===== src/rtl/fp_round_pipe.sv =====
// fp_round_pipe: two-stage IEEE-754 rounding back end with valid/ready on both sides.
// Define FP_ROUND_FTZ_EN to flush subnormal results to signed zero.
package fp_pkg;
  typedef enum logic [1:0] {
    FP32,
    FP64,
    FP16,
    FP16ALT
  } fp_format_e;

  typedef enum logic [2:0] {
    RNE = 3'd0,
    RTZ = 3'd1,
    RDN = 3'd2,
    RUP = 3'd3,
    RMM = 3'd4
  } roundmode_e;

  function automatic int unsigned exp_bits(fp_format_e f);
    case (f)
      FP64:    return 11;
      FP16:    return 5;
      default: return 8;
    endcase
  endfunction

  function automatic int unsigned man_bits(fp_format_e f);
    case (f)
      FP64:    return 52;
      FP16:    return 10;
      FP16ALT: return 7;
      default: return 23;
    endcase
  endfunction

  function automatic int unsigned fp_width(fp_format_e f);
    return 1 + exp_bits(f) + man_bits(f);
  endfunction
endpackage

module fp_round_pipe
  import fp_pkg::*;
#(
  parameter fp_format_e FP_FORMAT = FP32,
  localparam int unsigned EXP_WIDTH = exp_bits(FP_FORMAT),
  localparam int unsigned MANT_WIDTH = man_bits(FP_FORMAT),
  localparam int unsigned FP_WIDTH = fp_width(FP_FORMAT)
) (
  input  logic                clk_i,
  input  logic                reset_i,
  input  logic                in_valid_i,
  output logic                in_ready_o,
  input  logic [FP_WIDTH+5:0] urnd_i,
  input  roundmode_e          rnd_i,
  output logic                out_valid_o,
  input  logic                out_ready_i,
  output logic [FP_WIDTH-1:0] result_o,
  output logic [4:0]          fflags_o
);

  localparam int unsigned MAG = EXP_WIDTH + MANT_WIDTH;
  localparam logic [MAG-1:0] EXP_LSB =
    {{(EXP_WIDTH-1){1'b0}}, 1'b1, {MANT_WIDTH{1'b0}}};

  typedef struct packed {
    logic                  sign;
    logic [EXP_WIDTH-1:0]  exp;
    logic [MANT_WIDTH-1:0] mant;
  } fp_t;

  typedef struct packed {
    fp_t        u_result;
    logic [1:0] rs;
    logic       round_en;
    logic       invalid;
    logic [1:0] exp_cout;
  } urnd_t;

  logic       s1_valid;
  urnd_t      s1_u;
  roundmode_e s1_rnd;
  logic       s2_free;

  fp_t            ur;
  fp_t            res;
  logic [MAG-1:0] mag;
  logic [MAG:0]   sum;
  logic           rnd_on;
  logic           inexact;
  logic           inc;
  logic           to_inf;
  logic           top;
  logic           ovf;
  logic           nx;
  logic           uf;
  logic [4:0]     flags;

  assign s2_free    = ~out_valid_o | out_ready_i;
  assign in_ready_o = ~s1_valid | s2_free;

  always_comb begin
    ur      = s1_u.u_result;
    mag     = {ur.exp, ur.mant};
    rnd_on  = s1_u.round_en & ~s1_u.invalid;
    inexact = |s1_u.rs;
    inc     = 1'b0;
    to_inf  = 1'b0;
    unique case (s1_rnd)
      RNE: begin
        inc    = s1_u.rs[1] & (s1_u.rs[0] | ur.mant[0]);
        to_inf = 1'b1;
      end
      RDN: begin
        inc    = inexact & ur.sign;
        to_inf = ur.sign;
      end
      RUP: begin
        inc    = inexact & ~ur.sign;
        to_inf = ~ur.sign;
      end
      RMM: begin
        inc    = s1_u.rs[1];
        to_inf = 1'b1;
      end
      default: begin
        inc    = 1'b0;
        to_inf = 1'b0;
      end
    endcase
    sum = {1'b0, mag} + {{MAG{1'b0}}, inc};
    // an inexact max-finite magnitude is flagged whatever the mode
    top = &(mag | EXP_LSB);
    ovf = rnd_on & ((s1_u.exp_cout == 2'b01) | sum[MAG]
        | (&sum[MAG-1:MANT_WIDTH]) | (inexact & top));
    res   = ur;
    nx    = 1'b0;
    uf    = 1'b0;
    flags = {s1_u.invalid, 4'b0000};
    if (rnd_on) begin
      res = {ur.sign, sum[MAG-1:0]};
      if (ovf) begin
        if (to_inf)
          res = {ur.sign, {EXP_WIDTH{1'b1}}, {MANT_WIDTH{1'b0}}};
        else
          res = {ur.sign, {{(EXP_WIDTH-1){1'b1}}, 1'b0},
                 {MANT_WIDTH{1'b1}}};
      end
      nx = inexact | ovf;
      uf = nx & (ur.exp == '0);
`ifdef FP_ROUND_FTZ_EN
      if ((res.exp == '0) && (res.mant != '0)) begin
        res.mant = '0;
        uf       = 1'b1;
        nx       = 1'b1;
      end
`endif
      flags = {2'b00, ovf, uf, nx};
    end
  end

  always_ff @(posedge clk_i) begin
    if (reset_i) begin
      s1_valid    <= 1'b0;
      s1_u        <= '0;
      s1_rnd      <= RNE;
      out_valid_o <= 1'b0;
      result_o    <= '0;
      fflags_o    <= '0;
    end else begin
      if (s2_free) begin
        out_valid_o <= s1_valid;
        if (s1_valid) begin
          result_o <= res;
          fflags_o <= flags;
        end
      end
      if (in_ready_o) begin
        s1_valid <= in_valid_i;
        if (in_valid_i) begin
          s1_u   <= urnd_t'(urnd_i);
          s1_rnd <= rnd_i;
        end
      end
    end
  end

endmodule


===== config.mk =====
export PLATFORM = sky130hd
export DESIGN_NAME = fp_round_pipe
export DESIGN_NICKNAME = d
export VERILOG_FILES = /design/src/rtl/fp_round_pipe.sv
export SDC_FILE = /design/constraint.sdc
export NUM_CORES = 1
export LEC_CHECK = 0
export BUFFER_PORTS_ARGS = -buffer_cell sky130_fd_sc_hd__buf_2
export CORE_UTILIZATION = 30
export CTS_CLUSTER_DIAMETER = 60
export DETAILED_ROUTE_END_ITERATION = 8
export GPL_TIMING_DRIVEN = 0
export MAX_ROUTING_LAYER = met4
export PLACE_DENSITY_LB_ADDON = 0.2
export SYNTH_ARGS = -nofsm -noshare
export SYNTH_HDL_FRONTEND = slang
export SYNTH_SLANG_ARGS = --single-unit

===== constraint.sdc =====
create_clock -name clk_i -period 5.6 [get_ports clk_i]
set_input_delay 0.84 -clock clk_i [delete_from_list [all_inputs] [get_ports clk_i]]
set_output_delay 0.84 -clock clk_i [all_outputs]
set_load 0.02 [all_outputs]

Yosys cells after proc, flatten, opt, wreduce, memory -nomap -nowiden
Cells that the tools add are included.

Register bits after elaboration: 80.

$add $sub $neg: 1. Equality and inequality tests: 4. Mux-type cells: 6. Bitwise gates (word level): 18. Reductions and logical operators: 8.

Operators with widths (number): $mux W31 (2); $add A31 B1 Y32 (1); $reduce_and A30 Y1 (1); $mux W24 (1); $logic_not A8 Y1 (1); $reduce_and A8 Y1 (1); $and A1 B1 Y1 (7); $or A1 B1 Y1 (7); $eq A3 B2 Y1 const B (2); $mux W5 (1); $not A1 Y1 (4); $pmux W1 S4 (1); $reduce_and A2 Y1 (2); $reduce_or A2 Y1 (2); $eq A3 B3 Y1 const B (1); $logic_not A3 Y1 (1); $pmux W1 S3 (1); $eq A2 B1 Y1 const B (1).

Depth between registers and ports, before layout
Gate-level depths: netlist of run 1.

Depth in word-level cells: 11. Depth in mapped cells: 14.

Worst setup path after synthesis of run 1
OpenSTA, ideal clock, no wires.

Kind: reg-to-reg. Start: register s1_rnd[1]. End: register result_o[22]. Library setup time: 0.089 ns. Arrival: 3.816 ns. Slack: 1.696 ns. Stages on the path, launching flop included: 15. Path buffers: 1. Path through: dfxtp_1 inv_1 nor3b_1 ha_1 o41ai_1 ha_1 ha_1 nand4_1 nor4_1 a21oi_2 a2111oi_4 a21oi_2 o31a_1 buf_6 a311oi_2.

Longest elaborated chain between the ends: 9.

RTL lines: start, declared (line 81) `roundmode_e s1_rnd;`; start signal, assigned (line 181) `s1_rnd <= rnd_i;`; $eq A3 B3 Y1 (tied with other cells) (line 108) `unique case (s1_rnd)`; $pmux W1 S4 (line 108); $add A31 B1 Y32 (line 130) `sum = {1'b0, mag} + {{MAG{1'b0}}, inc};`; $reduce_and A8 Y1 / $or A1 B1 Y1 (equally long branches) (line 134, 133); $or A1 B1 Y1 (2 in a row) (line 134) `| (&sum[MAG-1:MANT_WIDTH]) | (inexact & top));`; $and A1 B1 Y1 (line 133) `ovf = rnd_on & ((s1_u.exp_cout == 2'b01) | sum[MAG]`; $mux W31 * (line 141) `if (ovf) begin`; $mux W31 * (line 139) `if (rnd_on) begin`; end signal, assigned (line 173) `result_o <= res;`; end, declared (line 57) `output logic [FP_WIDTH-1:0] result_o,`.

Every way passes the cells marked *; elsewhere a longest branch is shown, timed or not. A chain may end at the register's enable or synchronous reset.

Worst setup path in the final report of run 1
Start: register s1_rnd[1]. End: register result_o[19].

Same word-level chain as after synthesis.

==> results of run 1 <==
-- sequential cells by signal (all words and copies together) (netlist names) --
name and flops:
s1_rnd 3, s1_u 7, result_o 32, mag 31
out_valid_o 1, fflags_o 4, s1_valid 1
-- logic make-up after synthesis --
kind of cell / Yosys count / share of synthesized area (%)
AOI/OAI and AO/OA: 139 / 24.1
xor gates and xnor gates: 6 / 1.28
adders and majority gates: 3 / 0.918
buffers and inverters: 46 / 4.59
DFF: 79 / 38.7
muxes: 6 / 1.53
other: 1 / 0.0917
and+or+nand+nor: 253 / 28.8
-- area by class of cell --
| class | count | area share, % |
|---|---|---|
| Timing Repair Buffer | 82 | 8.17 |
| Sequential cell | 79 | 31.5 |
| Buffer | 39 | 3.21 |
| Clock buffer | 13 | 4.98 |
| Tap cell | 176 | 4.39 |
| Multi-Input combinational cell | 408 | 46.4 |
| Inverter | 7 | 0.523 |
| Clock inverter | 3 | 0.847 |
-- worst min path at each step --
stage	from	to	slack [ns]	cells after the start
final	fflags_o[0]	fflags_o[0]	0.45	1
after global routing	fflags_o[0]	fflags_o[0]	0.47	1
after CTS	fflags_o[0]	fflags_o[0]	0.45	1
after detailed placement	fflags_o[0]	fflags_o[0]	0.43	1
after global placement	result_o[27]	result_o[27]	0.44	1
after floorplan	s1_u[1]	s1_u[1]	0.43	2
-- worst max-delay path, delay by kind of cell (launching register included) --
| family | cells | cell delay (ns) |
|---|---|---|
| and+or+nand+nor | 4 | 1.43 |
| adders and majority gates | 3 | 0.76 |
| AOI/OAI and AO/OA | 5 | 1.58 |
| buffers and inverters | 2 | 0.67 |
| DFF | 1 | 0.40 |
-- power by group --
part           internal [mW]  leakage (nW)  switching (mW)
logic                 0.0638          1.11           0.117
clock network          0.357         0.140           0.233
registers              0.590         0.648          0.0301
total                   1.01          1.90           0.380
-- layer usage --
metal | track usage, % | wire length [um] | up-vias
met3 | 3.19 | 709 | 17
li1 | - | - | 2103
met4 | 7.75 | 232 | 0
met2 | 30.9 | 5980 | 115
met1 | 29.2 | 6890 | 1959
met5 | - | 0 | -
-- synthesized netlist by cell type, types with 6 or more instances --
cell type  number
and3_1          9
nor3_1         10
o21ai_1         6
nand3_1        18
nor2_1         31
nand2_1       129
nor4_1          9
o21ai_0        10
clkbuf_1       30
dfxtp_1        79
nand4_1        11
inv_1           7
or3_1           7
a21oi_1        57
nand2b_1        6
==> impl_metrics.env, run 1 <==
export IMPL_status="finished, final reports clean"
export IMPL_drc_errors=0
export IMPL_grt_pass1_wl_um=22000
export IMPL_fin_nets=674
export IMPL_via_per_inst=5.20
export IMPL_finClkSkew_ns=0.00689
export IMPL_finalHoldViolCount=0
export IMPL_cts_sinks=79
export IMPL_vias=4194
export IMPL_fill_cells=1455
export IMPL_place_area_mm2=0.00472
export IMPL_cellLeakagePower_nw=1.90
export IMPL_syn_to_final_growth_pct=22.7
export IMPL_worst_pin_slew_ns=0.847
export IMPL_powerDensity_mw_per_mm2=277
export IMPL_async_flop_share_pct=0
export IMPL_cts_buffers=9
export IMPL_final_cells=807
export IMPL_tritoncts="yes"
export IMPL_yosysTopAreaCell="dfxtp_1"
export IMPL_final_setup_tns_ns=0
export IMPL_drt_total_wl_um=13800
export IMPL_clk_latency_ns=0.35
export IMPL_io_buffers=82
export IMPL_cap_violations=0
export IMPL_period_needed_ns=4.96
export IMPL_path_cells="inv_1 -> nor3b_1 -> ha_1 -> o41ai_1 -> ha_1 -> ha_1 -> nand4_1 -> or4_1 -> nor3_1 -> a2111oi_4 -> a21oi_2 -> clkbuf_1 -> a21oi_1 -> a22o_1"
export IMPL_place_gp_congestion=0.925
export IMPL_grt_usage_pct=21.1
export IMPL_fin_ws_ns=0.645
export IMPL_cp_common_cell="ha_1"
export IMPL_n_antenna_cell=0
export IMPL_final_core_util_pct=37.8
export IMPL_yosysWarnings=0
export IMPL_crit_fanout=10
export IMPL_place_ws_ns=0.430
export IMPL_root_buffer="clkbuf_16"
export IMPL_cts_hold_buffers_added=0
export IMPL_initial_core_util_pct=30.8
export IMPL_post_cts_buffers=0
export IMPL_cp_slowest_cell="clkbuf_1"
export IMPL_finalSetupViolations=0
export IMPL_worst_hold_path_type="register to register"
export IMPL_postRouteAntennaNets=0
export IMPL_fp_dieH_um=119
export IMPL_seq_area_mm2=0.00158
export IMPL_cp_slowest_stage_delay_ns=0.59
export IMPL_layout_commonest_cell="nand2_1"
export IMPL_r2r_start="s1_rnd[1]"
export IMPL_timing_fmax_mhz=202
export IMPL_start_kind="register"
export IMPL_regToRegEndpoint="result_o[19]"
export IMPL_htreeDepth=3
export IMPL_ioPinCount=84
export IMPL_die_w_um=119
export IMPL_holdWs_ns=0.447
export IMPL_worst_r2r_setup_slack_ns=0.64
export IMPL_drive_gt1_share_pct=19.0
export IMPL_detailedPlacementHpwl_um=10700
export IMPL_r2r_cells=14
export IMPL_netlist_instances=533
export IMPL_end_kind="register"
export IMPL_cp_arrival_ns=5.20
export IMPL_slew_headroom_pct=43.1
export IMPL_synth_cell_type_count=61
export IMPL_drtIter0Drc=258
export IMPL_clockBufferDepth=2
export IMPL_final_cell_mix="129 x nand2_1, 85 x buf_2, 79 x dfxtp_1, 57 x a21oi_1, 33 x clkbuf_1"
export IMPL_clk_pin_slew_worst_paths_ns=0.06
export IMPL_grt_max_degree=13
export IMPL_syn_area_mm2=0.00409
export IMPL_syn_nets=581
export IMPL_vdd_drop_max_v=0.000130
export IMPL_ys_seq_area_share_pct=38.7
export IMPL_grt_pass1_vias=3913
export IMPL_postCtsResizedCells=0
export IMPL_ys_top_cells_by_area="dfxtp_1 39%, nand2_1 12%, a21oi_1 7.0%"
export IMPL_antenna_found_initial=0
export IMPL_dieArea_mm2=0.0141
export IMPL_syn_area_per_cell_um2=7.68
export IMPL_synth_edff_count=0
export IMPL_multiInputGateArea_mm2=0.00233
export IMPL_row_count=42
export IMPL_synth_seq_cells=79
export IMPL_slew_violations=0
export IMPL_report_power_total_mw=1.39
export IMPL_dr_pass1_iters=7
export IMPL_worstSetupEndpoint="result_o[19]"
export IMPL_rsz0062_at_grt="no"
export IMPL_wire_per_inst_um=17.1
export IMPL_grt_overflow=0
export IMPL_yosys_area_top_type_share_pct=38.7
export IMPL_ys_flop_type="dfxtp_1"
export IMPL_crit_required_ns=5.85
export IMPL_startpoint="s1_rnd[1]"
export IMPL_placed_cells=791
export IMPL_period_share_pct=88.5
export IMPL_fin_area_mm2=0.00502
export IMPL_path_class="register to register"
export IMPL_core_mm2=0.0133
Power figures use the tool's default switching activity.
==> inputs of run 2 (changes only) <==
Settings changed: ABC_AREA from default to 1, CORE_MARGIN from default to 5.
==> run 2 against run 1 <==
Net effect: sequential share of layout area increased by 0.53 points; fmax up 27%; via count fell by 1.2%; cell area is 1.6% lower; flip-flop and latch count stayed put; setup slack better by 1.1 ns; die area increased by 12%; area after synthesis shrank 1.9%; total power increased by 2.7%; largest power group unchanged.
==> impl_metrics.env, run 2 <==
export IMPL_synth_edff_count=0
export IMPL_cap_violations=0
export IMPL_crit_required_ns=5.82
export IMPL_place_gp_congestion=0.922
export IMPL_status="finished, final reports clean"
export IMPL_fin_area_mm2=0.00494
export IMPL_crit_fanout=6
export IMPL_core_mm2=0.0132
export IMPL_detailedPlacementHpwl_um=10800
export IMPL_cts_sinks=79
export IMPL_final_cell_mix="118 x nor2_1, 103 x nand2_1, 81 x buf_2, 79 x dfxtp_1, 76 x o21ai_0"
export IMPL_path_class="register to register"
export IMPL_path_cells="nand2_1 -> nor2_1 -> ha_1 -> o41ai_1 -> ha_1 -> ha_1 -> inv_1 -> nor2_2 -> nand2_2 -> nor2_1 -> nand2_1 -> nand2_1 -> nand2_1 -> nand3_1 -> nor2_2 -> nand2_4 -> nand2_4 -> nor2_1 -> inv_1 -> o21ai_0 -> a21oi_1"
export IMPL_largest_reg_flops=32
export IMPL_finalHoldViolCount=0
export IMPL_drc_errors=0
export IMPL_placed_cells=854
export IMPL_slew_violations=0
export IMPL_power_switching_uw=393
export IMPL_dieArea_mm2=0.0158
export IMPL_yosysTopAreaCell="dfxtp_1"
export IMPL_yosysWarnings=0
export IMPL_grt_overflow=0
export IMPL_cp_common_cell="nand2_1"
export IMPL_syn_area_per_cell_um2=6.72
export IMPL_cts_buffers=9
export IMPL_antenna_found_initial=0
export IMPL_syn_nets=645
export IMPL_drt_total_wl_um=13500
export IMPL_async_flop_share_pct=0
export IMPL_cellLeakagePower_nw=2.02
export IMPL_n_antenna_cell=0
export IMPL_clockBufferDepth=2
export IMPL_drive_gt1_share_pct=18.0
export IMPL_via_per_inst=4.77
export IMPL_dr_pass1_iters=4
export IMPL_drtIter0Drc=298
export IMPL_pwr_share_comb_pct=14.2
export IMPL_vias=4144
export IMPL_switching_share_pct=27.5
export IMPL_period_share_pct=69.6
export IMPL_root_buffer="clkbuf_16"
export IMPL_cts_hold_buffers_added=0
export IMPL_syn_to_final_growth_pct=23.0
export IMPL_grt_usage_pct=17.7
export IMPL_worst_pin_slew_ns=0.650
export IMPL_io_buffers=81
export IMPL_rsz0062_at_grt="no"
export IMPL_final_core_util_pct=37.4
export IMPL_regMostFlops="result_o"
export IMPL_clk_latency_ns=0.35
export IMPL_holdWs_ns=0.459
export IMPL_finClkSkew_ns=0.00602
export IMPL_power_share_clock_pct=41.4
export IMPL_end_kind="register"
export IMPL_ioPinCount=84
export IMPL_post_cts_buffers=0
export IMPL_fp_dieH_um=126
export IMPL_tritoncts="yes"
export IMPL_place_area_mm2=0.00464
export IMPL_postCtsResizedCells=0
export IMPL_p_int_mw=1.04
export IMPL_synth_common_cells="118 x nor2_1, 103 x nand2_1, 79 x dfxtp_1"
export IMPL_initial_core_util_pct=30.4
export IMPL_die_w_um=126
export IMPL_row_count=42
export IMPL_finalSetupViolations=0
export IMPL_fin_nets=737
export IMPL_ys_top_cells_by_area="dfxtp_1 39%, nor2_1 11%, nand2_1 9.6%"
export IMPL_slew_headroom_pct=56.7
export IMPL_synth_cell_type_count=34
export IMPL_grt_pass1_wl_um=21300
export IMPL_ys_flop_type="dfxtp_1"
export IMPL_yosysMostFrequentCell="nor2_1"
export IMPL_cp_slowest_stage_delay_ns=0.52
export IMPL_period_needed_ns=3.90
export IMPL_ys_seq_area_share_pct=39.4
export IMPL_htreeDepth=3
export IMPL_worst_hold_path_type="register to register"
export IMPL_netlist_instances=597
export IMPL_timing_fmax_mhz=257
export IMPL_synth_seq_cells=79
export IMPL_wire_per_inst_um=15.6
export IMPL_start_kind="register"
export IMPL_cp_slowest_cell="o41ai_1"
export IMPL_yosys_area_top_type_share_pct=39.4
export IMPL_final_cells=869
export IMPL_pwr_share_seq_pct=44.4
export IMPL_cp_arrival_ns=4.11
export IMPL_layout_commonest_cell="nor2_1"
export IMPL_grt_max_degree=13
export IMPL_vdd_drop_max_v=0.000118
export IMPL_syn_area_mm2=0.00401
export IMPL_grt_pass1_vias=4082
export IMPL_final_setup_tns_ns=0
export IMPL_clk_pin_slew_worst_paths_ns=0.06
export IMPL_postRouteAntennaNets=0
export IMPL_powerDensity_mw_per_mm2=289
-- run 2: power groups by stage --
stage          Clock [mW]  Combinational, mW  Sequential, mW
3_5_place_dp            0              0.203           0.645
2_1_floorplan           0              0.112           0.656
3_3_place_gp            0              0.201           0.645
4_1_cts             0.607              0.204           0.633
5_1_grt             0.632              0.228           0.639
6_report            0.592              0.203           0.634
-- run 2: cell type report --
| class | count | area, um2 |
|---|---|---|
| Multi-Input combinational cell | 452 | 2170 |
| Sequential cell | 79 | 1580 |
| Timing Repair Buffer | 81 | 405 |
| Clock inverter | 3 | 42.5 |
| Buffer | 25 | 105 |
| Fill cell | 1456 | 8250 |
| Clock buffer | 12 | 256 |
| Inverter | 41 | 154 |
| Tap cell | 176 | 220 |
-- run 2: logic make-up (layout without fill, tap and decap cells) --
kind of cell / after synthesis / in the layout / synth area share [%]
buf+inv: 66 / 162 / 6.45
flops: 79 / 79 / 39.4
fa+ha+maj: 3 / 3 / 0.935
other cells: 1 / 1 / 0.0934
compound gates: 141 / 141 / 17.9
xor+xnor: 15 / 15 / 3.27
simple gates: 292 / 292 / 32.0
-- run 2: worst paths after layout --
path             start           end  slack (ns)  depth (start not counted)
min            s1_u[0]       s1_u[0]        0.46                          2
min reg2reg    s1_u[0]       s1_u[0]        0.46                          2
max          s1_rnd[0]  result_o[26]        1.70                         21
max reg2reg  s1_rnd[0]  result_o[26]        1.70                         21
-- run 2: metrics by stage --
stage | total power [mW] | setup WS (ns)
2_1_floorplan | 0.768 | 2.75
3_3_place_gp | 0.846 | 1.75
3_5_place_dp | 0.849 | 1.65
4_1_cts | 1.44 | 1.63
5_1_grt | 1.50 | 1.32
6_report | 1.43 | 1.70
-- run 2: metal layers --
metal  up-vias  global-route usage (%)  wire [um]
met1      1902                    23.2       6590
met4         0                    5.17        188
met3        12                    3.77        662
met5         -                       -          0
li1       2133                       -          -
met2        97                    27.8       6090
-- run 2: worst max-delay path: cells and delay by family (launching register included) --
kind / cells / cell delay [ns]
AOI/OAI and AO/OA: 3 / 0.85
adders and majority gates: 3 / 0.68
buffers and inverters: 2 / 0.25
DFF: 1 / 0.37
and+or+nand+nor: 13 / 1.63
